$ cat config.mk
export PLATFORM = sky130hd
export DESIGN_NAME = fma16_pack
export DESIGN_NICKNAME = d
export VERILOG_FILES = /design/src/rtl/fma16_pkg.sv /design/src/rtl/fma16_pack_special.sv /design/src/rtl/fma16_pack.sv
export SDC_FILE = /design/constraint.sdc
export NUM_CORES = 1
export LEC_CHECK = 0
export CAP_MARGIN = 15
export CORE_ASPECT_RATIO = 0.8
export CORE_MARGIN = 2
export CORE_UTILIZATION = 39
export DETAILED_ROUTE_END_ITERATION = 16
export HOLD_SLACK_MARGIN = 0.1
export PLACE_DENSITY_LB_ADDON = 0.1
export SLEW_MARGIN = 5
export SYNTH_ARGS = -nofsm -noshare
export SYNTH_HDL_FRONTEND = slang
export SYNTH_SLANG_ARGS = --single-unit
$ cat constraint.sdc
create_clock -name clk -period 1.7 [get_ports clk]
set_clock_uncertainty 0.2 [all_clocks]
set_input_delay 0.17 -clock clk [delete_from_list [all_inputs] [get_ports clk]]
set_output_delay 0.17 -clock clk [all_outputs]
set_load 0.01 [all_outputs]
$ cat src/rtl/fma16_pkg.sv
// Shared types and constants for the fma16 datapath pack stage.
package fma16_pkg;

  typedef enum logic [1:0] {
    RM_RZ  = 2'b00,
    RM_RNE = 2'b01,
    RM_RD  = 2'b10,
    RM_RU  = 2'b11
  } roundmode_t;

  localparam int FLG_NV = 3;
  localparam int FLG_OF = 2;
  localparam int FLG_UF = 1;
  localparam int FLG_NX = 0;

  localparam logic [15:0] QNAN_H    = 16'h7E00;
  localparam logic [14:0] MAXNORM_H = 15'h7BFF;
  localparam int          EXP_MAX   = 31;

endpackage

$ cat src/rtl/fma16_pack_special.sv
// Combinational result selection: special cases, overflow direction,
// underflow flush and normal packing of a half-precision value.
module fma16_pack_special
  import fma16_pkg::*;
#(
  parameter int          EXP_W = 8,
  parameter logic [15:0] QNAN  = QNAN_H
) (
  input  logic             ms,
  input  logic [EXP_W-1:0] me,
  input  logic [9:0]       mm_rounded,
  input  logic             round_carry,
  input  logic             nx_bits,
  input  logic [1:0]       roundmode,
  input  logic             is_nan,
  input  logic             is_inf,
  input  logic             is_zero,
  input  logic             inv,
  output logic [15:0]      result,
  output logic [3:0]       flags
);

  localparam logic signed [EXP_W:0] E_OVF = (EXP_W+1)'(EXP_MAX);

  logic signed [EXP_W:0] e;
  logic                  overflow;
  logic                  underflow;
  logic                  ovf_to_inf;
  roundmode_t            rm;

  // One extra bit keeps me + carry from wrapping before the range checks.
  assign e         = $signed({me[EXP_W-1], me}) + $signed({{EXP_W{1'b0}}, round_carry});
  assign overflow  = (e >= E_OVF);
  assign underflow = e[EXP_W] || (e == '0);
  assign rm        = roundmode_t'(roundmode);

  // Overflow saturates to infinity only when rounding away from zero.
  assign ovf_to_inf = (rm == RM_RNE) || (rm == RM_RU && !ms) || (rm == RM_RD && ms);

  always_comb begin
    result = {ms, e[4:0], mm_rounded};
    flags  = '0;
    flags[FLG_NX] = nx_bits;
    if (is_nan || inv) begin
      result = QNAN;
      flags  = '0;
      flags[FLG_NV] = inv;
    end else if (is_inf) begin
      result = {ms, 5'h1F, 10'h000};
      flags  = '0;
    end else if (is_zero) begin
      result = {ms, 15'h0000};
      flags  = '0;
    end else if (overflow) begin
      result = ovf_to_inf ? {ms, 5'h1F, 10'h000} : {ms, MAXNORM_H};
      flags  = '0;
      flags[FLG_OF] = 1'b1;
      flags[FLG_NX] = 1'b1;
    end else if (underflow) begin
      result = {ms, 15'h0000};
      flags  = '0;
      flags[FLG_UF] = 1'b1;
      flags[FLG_NX] = 1'b1;
    end
  end

endmodule

$ cat src/rtl/fma16_pack.sv
// Final fma16 stage: registers the packed half-precision result and flags
// behind valid/ready. Define FMA16_STICKY_FLAGS_EN for a sticky flag accumulator.
module fma16_pack
  import fma16_pkg::*;
#(
  parameter int          EXP_W = 8,
  parameter logic [15:0] QNAN  = 16'h7E00
) (
  input  logic             clk,
  input  logic             reset_n,
  input  logic             in_valid,
  output logic             in_ready,
  input  logic             ms,
  input  logic [EXP_W-1:0] me,
  input  logic [9:0]       mm_rounded,
  input  logic             round_carry,
  input  logic             nx_bits,
  input  logic [1:0]       roundmode,
  input  logic             is_nan,
  input  logic             is_inf,
  input  logic             is_zero,
  input  logic             inv,
  output logic [15:0]      result,
  output logic [3:0]       flags,
  output logic             out_valid,
  input  logic             out_ready
`ifdef FMA16_STICKY_FLAGS_EN
  ,
  input  logic             flag_clr,
  output logic [3:0]       sticky_flags
`endif
);

  logic [15:0] next_result;
  logic [3:0]  next_flags;
  logic        in_xfer;

  fma16_pack_special #(
    .EXP_W (EXP_W),
    .QNAN  (QNAN)
  ) u_special (
    .ms          (ms),
    .me          (me),
    .mm_rounded  (mm_rounded),
    .round_carry (round_carry),
    .nx_bits     (nx_bits),
    .roundmode   (roundmode),
    .is_nan      (is_nan),
    .is_inf      (is_inf),
    .is_zero     (is_zero),
    .inv         (inv),
    .result      (next_result),
    .flags       (next_flags)
  );

  assign in_ready = !out_valid || out_ready;
  assign in_xfer  = in_valid && in_ready;

  always_ff @(posedge clk or negedge reset_n) begin
    if (!reset_n) begin
      result    <= '0;
      flags     <= '0;
      out_valid <= 1'b0;
    end else if (in_xfer) begin
      result    <= next_result;
      flags     <= next_flags;
      out_valid <= 1'b1;
    end else if (out_ready) begin
      out_valid <= 1'b0;
    end
  end

`ifdef FMA16_STICKY_FLAGS_EN
  // Clear takes priority over accumulating the flags being popped this cycle.
  always_ff @(posedge clk or negedge reset_n) begin
    if (!reset_n) begin
      sticky_flags <= '0;
    end else if (flag_clr) begin
      sticky_flags <= '0;
    end else if (out_valid && out_ready) begin
      sticky_flags <= sticky_flags | flags;
    end
  end
`endif

endmodule

* Yosys cells after proc, flatten, opt, wreduce, memory -nomap -nowiden
Cells that the tools add are included.
Storage, ports and cells: memories kept 0, bits in latches 0, register bits 21, bits in read-only memories 0, memory bits (writable) 0, bits of input ports 31, word-level logic and storage cells 33
Cells by class: divide/modulo/power cells 0, mux-type cells 13, $mul 0, reductions and logical operators 12, bitwise gates (word level) 0, add/subtract/negate cells 1, order comparisons 1, equality and inequality tests 3, shift operators 0
Operators by type and width (count):
- two-way mux 15 bit | 4
- two-way mux 16 bit | 1
- two-way mux 4 bit | 4
- two-way mux 11 bit | 1
- adder 8 x 2 -> 9 bit | 1
- >= comparator 9 x 6 -> 1 bit, second input constant | 1
- logical NOT 9 bit | 1
- logical OR 1 bit | 5
- == test 2 bit, second input constant | 2
- logical AND 1 bit | 3
- == test 2 x 1 -> 1 bit, second input constant | 1
- logical NOT 1 bit | 2
- two-way mux 1 bit | 2
- two-way mux 2 bit | 1
- nonzero test 2 bit | 1

* Logic depth before layout (Yosys ltp)
word-level depth 9, mapped depth 9

* Modules after synthesis
A second synthesis with hierarchy kept.
Second synthesis, totals: cell total of the unflattened synthesis 129, area total of the unflattened synthesis 1473.9 um2
By module, submodules not included:
- fma16_pack | instances 1, area an instance 898.4 um2, cells an instance 46
- fma16_pack_special | instances 1, area an instance 575.6 um2, cells an instance 83

* Least setup slack after synthesis
Ideal clock, no wire load.
path type in2reg, from input me[0], to register result[0], arrival time 1.640 ns, setup slack -0.223 ns, stages on the path 9, buffers on the path 2, data required time 1.417 ns, cell sequence ha_1 -> ha_1 -> buf_4 -> xnor2_1 -> or2_2 -> nor3_2 -> buf_2 -> a311oi_1 -> o21ai_0
On the way: longest elaborated chain between the ends 8
Ends and longest elaborated chain:
- from (decl) | line fma16_pack.sv:14 | input logic [EXP_W-1:0] me,
- adder 8 x 2 -> 9 bit * | line fma16_pack_special.sv:32 | assign e = $signed({me[EXP_W-1], me}) + $signed({{EXP_W{1'b0}}, round_carry});
- branches (longest 3 deep; another with >= comparator 9 x 6 -> 1 bit)
- two-way mux 15 bit * | line fma16_pack_special.sv:54 | end else if (overflow) begin
- two-way mux 15 bit * | line fma16_pack_special.sv:51 | end else if (is_zero) begin
- two-way mux 15 bit * | line fma16_pack_special.sv:48 | end else if (is_inf) begin
- two-way mux 16 bit * | line fma16_pack_special.sv:44 | if (is_nan || inv) begin
- to (signal assigned) | line fma16_pack.sv:65 | result <= next_result;
- to (decl) | line fma16_pack.sv:23 | output logic [15:0] result,
Every way passes the cells marked *. A chain may end at the register's enable or synchronous reset.

* Worst setup path in the final report
from input me[0], to register result[1]
The elaborated chain is that of the path after synthesis.

==> impl_metrics.json <==
{
  "wl_per_cell_um": 16.7,
  "vias": 1616,
  "grt_use_total_pct": 23.6,
  "synth_top_cell_by_area": "dfrtp_1",
  "critPathKind": "input port to register",
  "numCtsBuffers": 3,
  "synth_area_leaders": "dfrtp_1 39%, nand2_1 7.3%, o21ai_0 6.4%",
  "synth-seq-area-share_pct": 39.4,
  "synth_fa_ha_area_share_pct": 2.81,
  "rsz0062_at_grt": "yes",
  "cp_top_family": "compound AO/OA/AOI/OAI gates",
  "yosys_warnings": 0,
  "switching_share_pct": 29.7,
  "clkPwrFrac_pct": 24.5,
  "drt_wl_total_um": 4810,
  "violations": "setup timing",
  "vias_per_cell": 5.61,
  "hold_path_class": "input port to register",
  "post-dp-hpwl_um": 3340,
  "drv_cap": 0,
  "cts.sinks": 21,
  "cp.required_ns": 1.64,
  "r2r_end": "result[4]",
  "p_int_mw": 0.959,
  "critPathLaunchType": "input port",
  "overflow": 0,
  "finalPower_mw": 1.36,
  "seq_power_share_pct": 39.7,
  "io_pins": 53,
  "crit_chain": "buf_8 -> ha_4 -> ha_4 -> nor4_1 -> a21oi_1 -> buf_4 -> a311oi_1 -> o21ai_1",
  "io_buffers": 52,
  "die_x_um": 69.4,
  "fin_crit_sh_pct": 109,
  "antenna-diode-count": 0,
  "crit_end": "result[1]",
  "antenna_found_initial": 0,
  "r2r_cells": 6,
  "slew_viol_final": 0,
  "first_pass_iters": 4,
  "outcome": "complete, but fails checks",
  "die_height_um": 56.3,
  "core_um2": 3180,
  "hold_viol": 0,
  "gp_congestion": 0.917,
  "syn_area_per_cell_um2": 8.61,
  "rows": 18,
  "worst_setup_path_end_kind": "register",
  "synth_top_area_share_pct": 39.4,
  "fin_area_um2": 2520,
  "h-tree-depth": 1,
  "clk_pin_slew_worst_paths_ns": 0.08,
  "fmax_ghz": 0.537,
  "grt_pass1_vias": 1570,
  "grt_pass1_wl_um": 7510,
  "placed_area_um2": 2160,
  "cp.arrival_ns": 1.80,
  "cts_buffer_depth": 2,
  "cts_tree": "built",
  "synth_compound_area_share_pct": 26.5,
  "rr_startpoint": "out_valid",
  "drive_gt1_share_pct": 37.1,
  "ys_ff_latch": 21,
  "crit_path_start": "me[0]",
  "p_per_area_nw_per_um2": 540,
  "postSynthCellCount": 155,
  "path_max_fanout": 9,
  "die-area_um2": 3910,
  "drc": 0,
  "reg2reg_setup_slack_ns": 0.02,
  "p_sw_mw": 0.404,
  "min_period_ns": 1.86,
  "p_leak_nw": 1.02,
  "crit_top_cell": "ha_4",
  "yosys.area_share.simple_pct": 23.5,
  "ir_worst_vdd_uv": 360,
  "yosys.cell_types.count": 41,
  "synth_area_um2": 1330,
  "cp_slowest_stage_delay_ns": 0.39,
  "grt_max_degree": 22,
  "area_delta_synth_final_pct": 89.2,
  "drtIter0Drc": 96,
  "clk_latency_ns": 0.26,
  "tightest_slew_ns": 0.431,
  "nNetsFinal": 283,
  "final_antenna_net_count": 0,
  "slew-limit-headroom_pct": 71.1,
  "final_common_cell": "clkdlybuf4s50_1",
  "slowest_stage": "a311oi_1",
  "start_util_pct": 42.0,
  "cts_root_buf": "clkbuf_8",
  "synth_top_family_by_area": "compound AO/OA/AOI/OAI gates",
  "path_depth": 8,
  "layout_common_cells": "42 x clkdlybuf4s50_1, 36 x buf_4, 25 x nand2_1",
  "p_comb_share_pct": 35.8,
  "syn_nets": 189,
  "muxShareOfSynthArea_pct": 0,
  "setup_viol": 3,
  "fin_ws_ns": -0.161,
  "synth-xor-area-share_pct": 3.28,
  "critical_path_buf_inv_count": 2
}
-- kinds of logic (layout without fill, tap and decap cells) --
logic type / count (synthesis) / after routing
AND/OR/NAND/NOR: 62 / 62
AO/OA/AOI/OAI: 52 / 53
flip-flops: 21 / 21
buffers and inverters: 12 / 104
XOR/XNOR: 5 / 5
adder cells (fa/ha/maj): 3 / 3
-- per-stage QoR --
| stage | utilization (%) | setup TNS [ns] | cells | worst slack, ns | hold WS, ns |
|---|---|---|---|---|---|
| detailed placement | 68.1 | -13.19 | 271 | -0.773 | 0.276 |
| finish | 79.5 | -0.222 | 288 | -0.161 | 0.232 |
| floorplan | - | -0.672 | 155 | -0.0545 | -0.326 |
| CTS | 74.9 | 0 | 283 | 0.0131 | 0.230 |
| global placement | 68.1 | -12.08 | 271 | -0.747 | 0.260 |
| global route | 79.5 | -0.521 | 288 | -0.181 | 0.245 |
-- how the worst min path moves through the flow --
stage | from | to | cells after the start
floorplan | reset_n | flags[0] | 0
global placement | flags[3] | flags[3] | 2
detailed placement | result[15] | result[15] | 2
CTS | me[0] | result[10] | 4
global route | round_carry | result[10] | 4
finish | round_carry | result[10] | 4
-- Yosys cell counts, drive strengths merged --
library cell	count
nand2	26
dfrtp	21
o21ai	18
a311oi	9
nor2	9
buf	7
nand3	6
a21oi	5
nor4	5
o211ai	4
or2	4
clkbuf	3
ha	3
nand4	3
xnor2	3
a31oi	2
and2	2
inv	2
nand2b	2
o31ai	2
xor2	2
a211o	1
a211oi	1
a21o	1
a221oi	1
a41o	1
a41oi	1
and3	1
and3b	1
nand3b	1
nor3	1
o211a	1
o21a	1
o221ai	1
o22a	1
o22ai	1
o2bb2ai	1
or4	1
-- timing repair --
| action | CTS | global route |
|---|---|---|
| resized for setup | 44 | 25 |
| buffers inserted | 6 | 5 |
| setup endpoints to repair | 19 | 17 |
| hold endpoints to repair | 21 | 0 |
| cloned | 1 | 2 |
| hold buffers | 1 | 0 |
| pin swaps | 11 | 17 |
-- metal layers --
layer / up-vias / global-route usage (%) / routed length [um]
met5: - / 0 / 0
met4: 0 / 4.76 / 70
met3: 10 / 4.67 / 251
met2: 51 / 39.3 / 2300
met1: 787 / 32.1 / 2190
li1: 768 / - / -
-- registers in the layout, indices dropped and copies added (netlist names) --
| register | cells |
|---|---|
| flags | 4 |
| result | 16 |
| out_valid | 1 |
-- worst reg2reg max path, cell delays in order, from the launching register on --
cell and delay (ns):
dfrtp_1 0.38, nand2b_1 0.11, buf_6 0.11, nand4_1 0.13, a41o_1 0.28, a21o_4 0.23, o21ai_2 0.16
-- power by group through the flow --
stage	clock (mW)	combinational, mW	sequential, mW
after detailed placement	0	0.404	0.551
after global routing	0.357	0.522	0.544
after CTS	0.339	0.433	0.541
after global placement	0	0.398	0.549
after floorplan	0	0.151	0.563
final	0.334	0.488	0.541
-- cell type report --
class                           instances  area, um^2
Multi-Input combinational cell        123         977
Fill cell                             202         652
Clock inverter                          1        5.00
Inverter                                2        7.51
Timing Repair Buffer                   98         917
Tap cell                               40        50.0
Sequential cell                        21         526
Clock buffer                            3        41.3
Power figures use the tool's default switching activity.
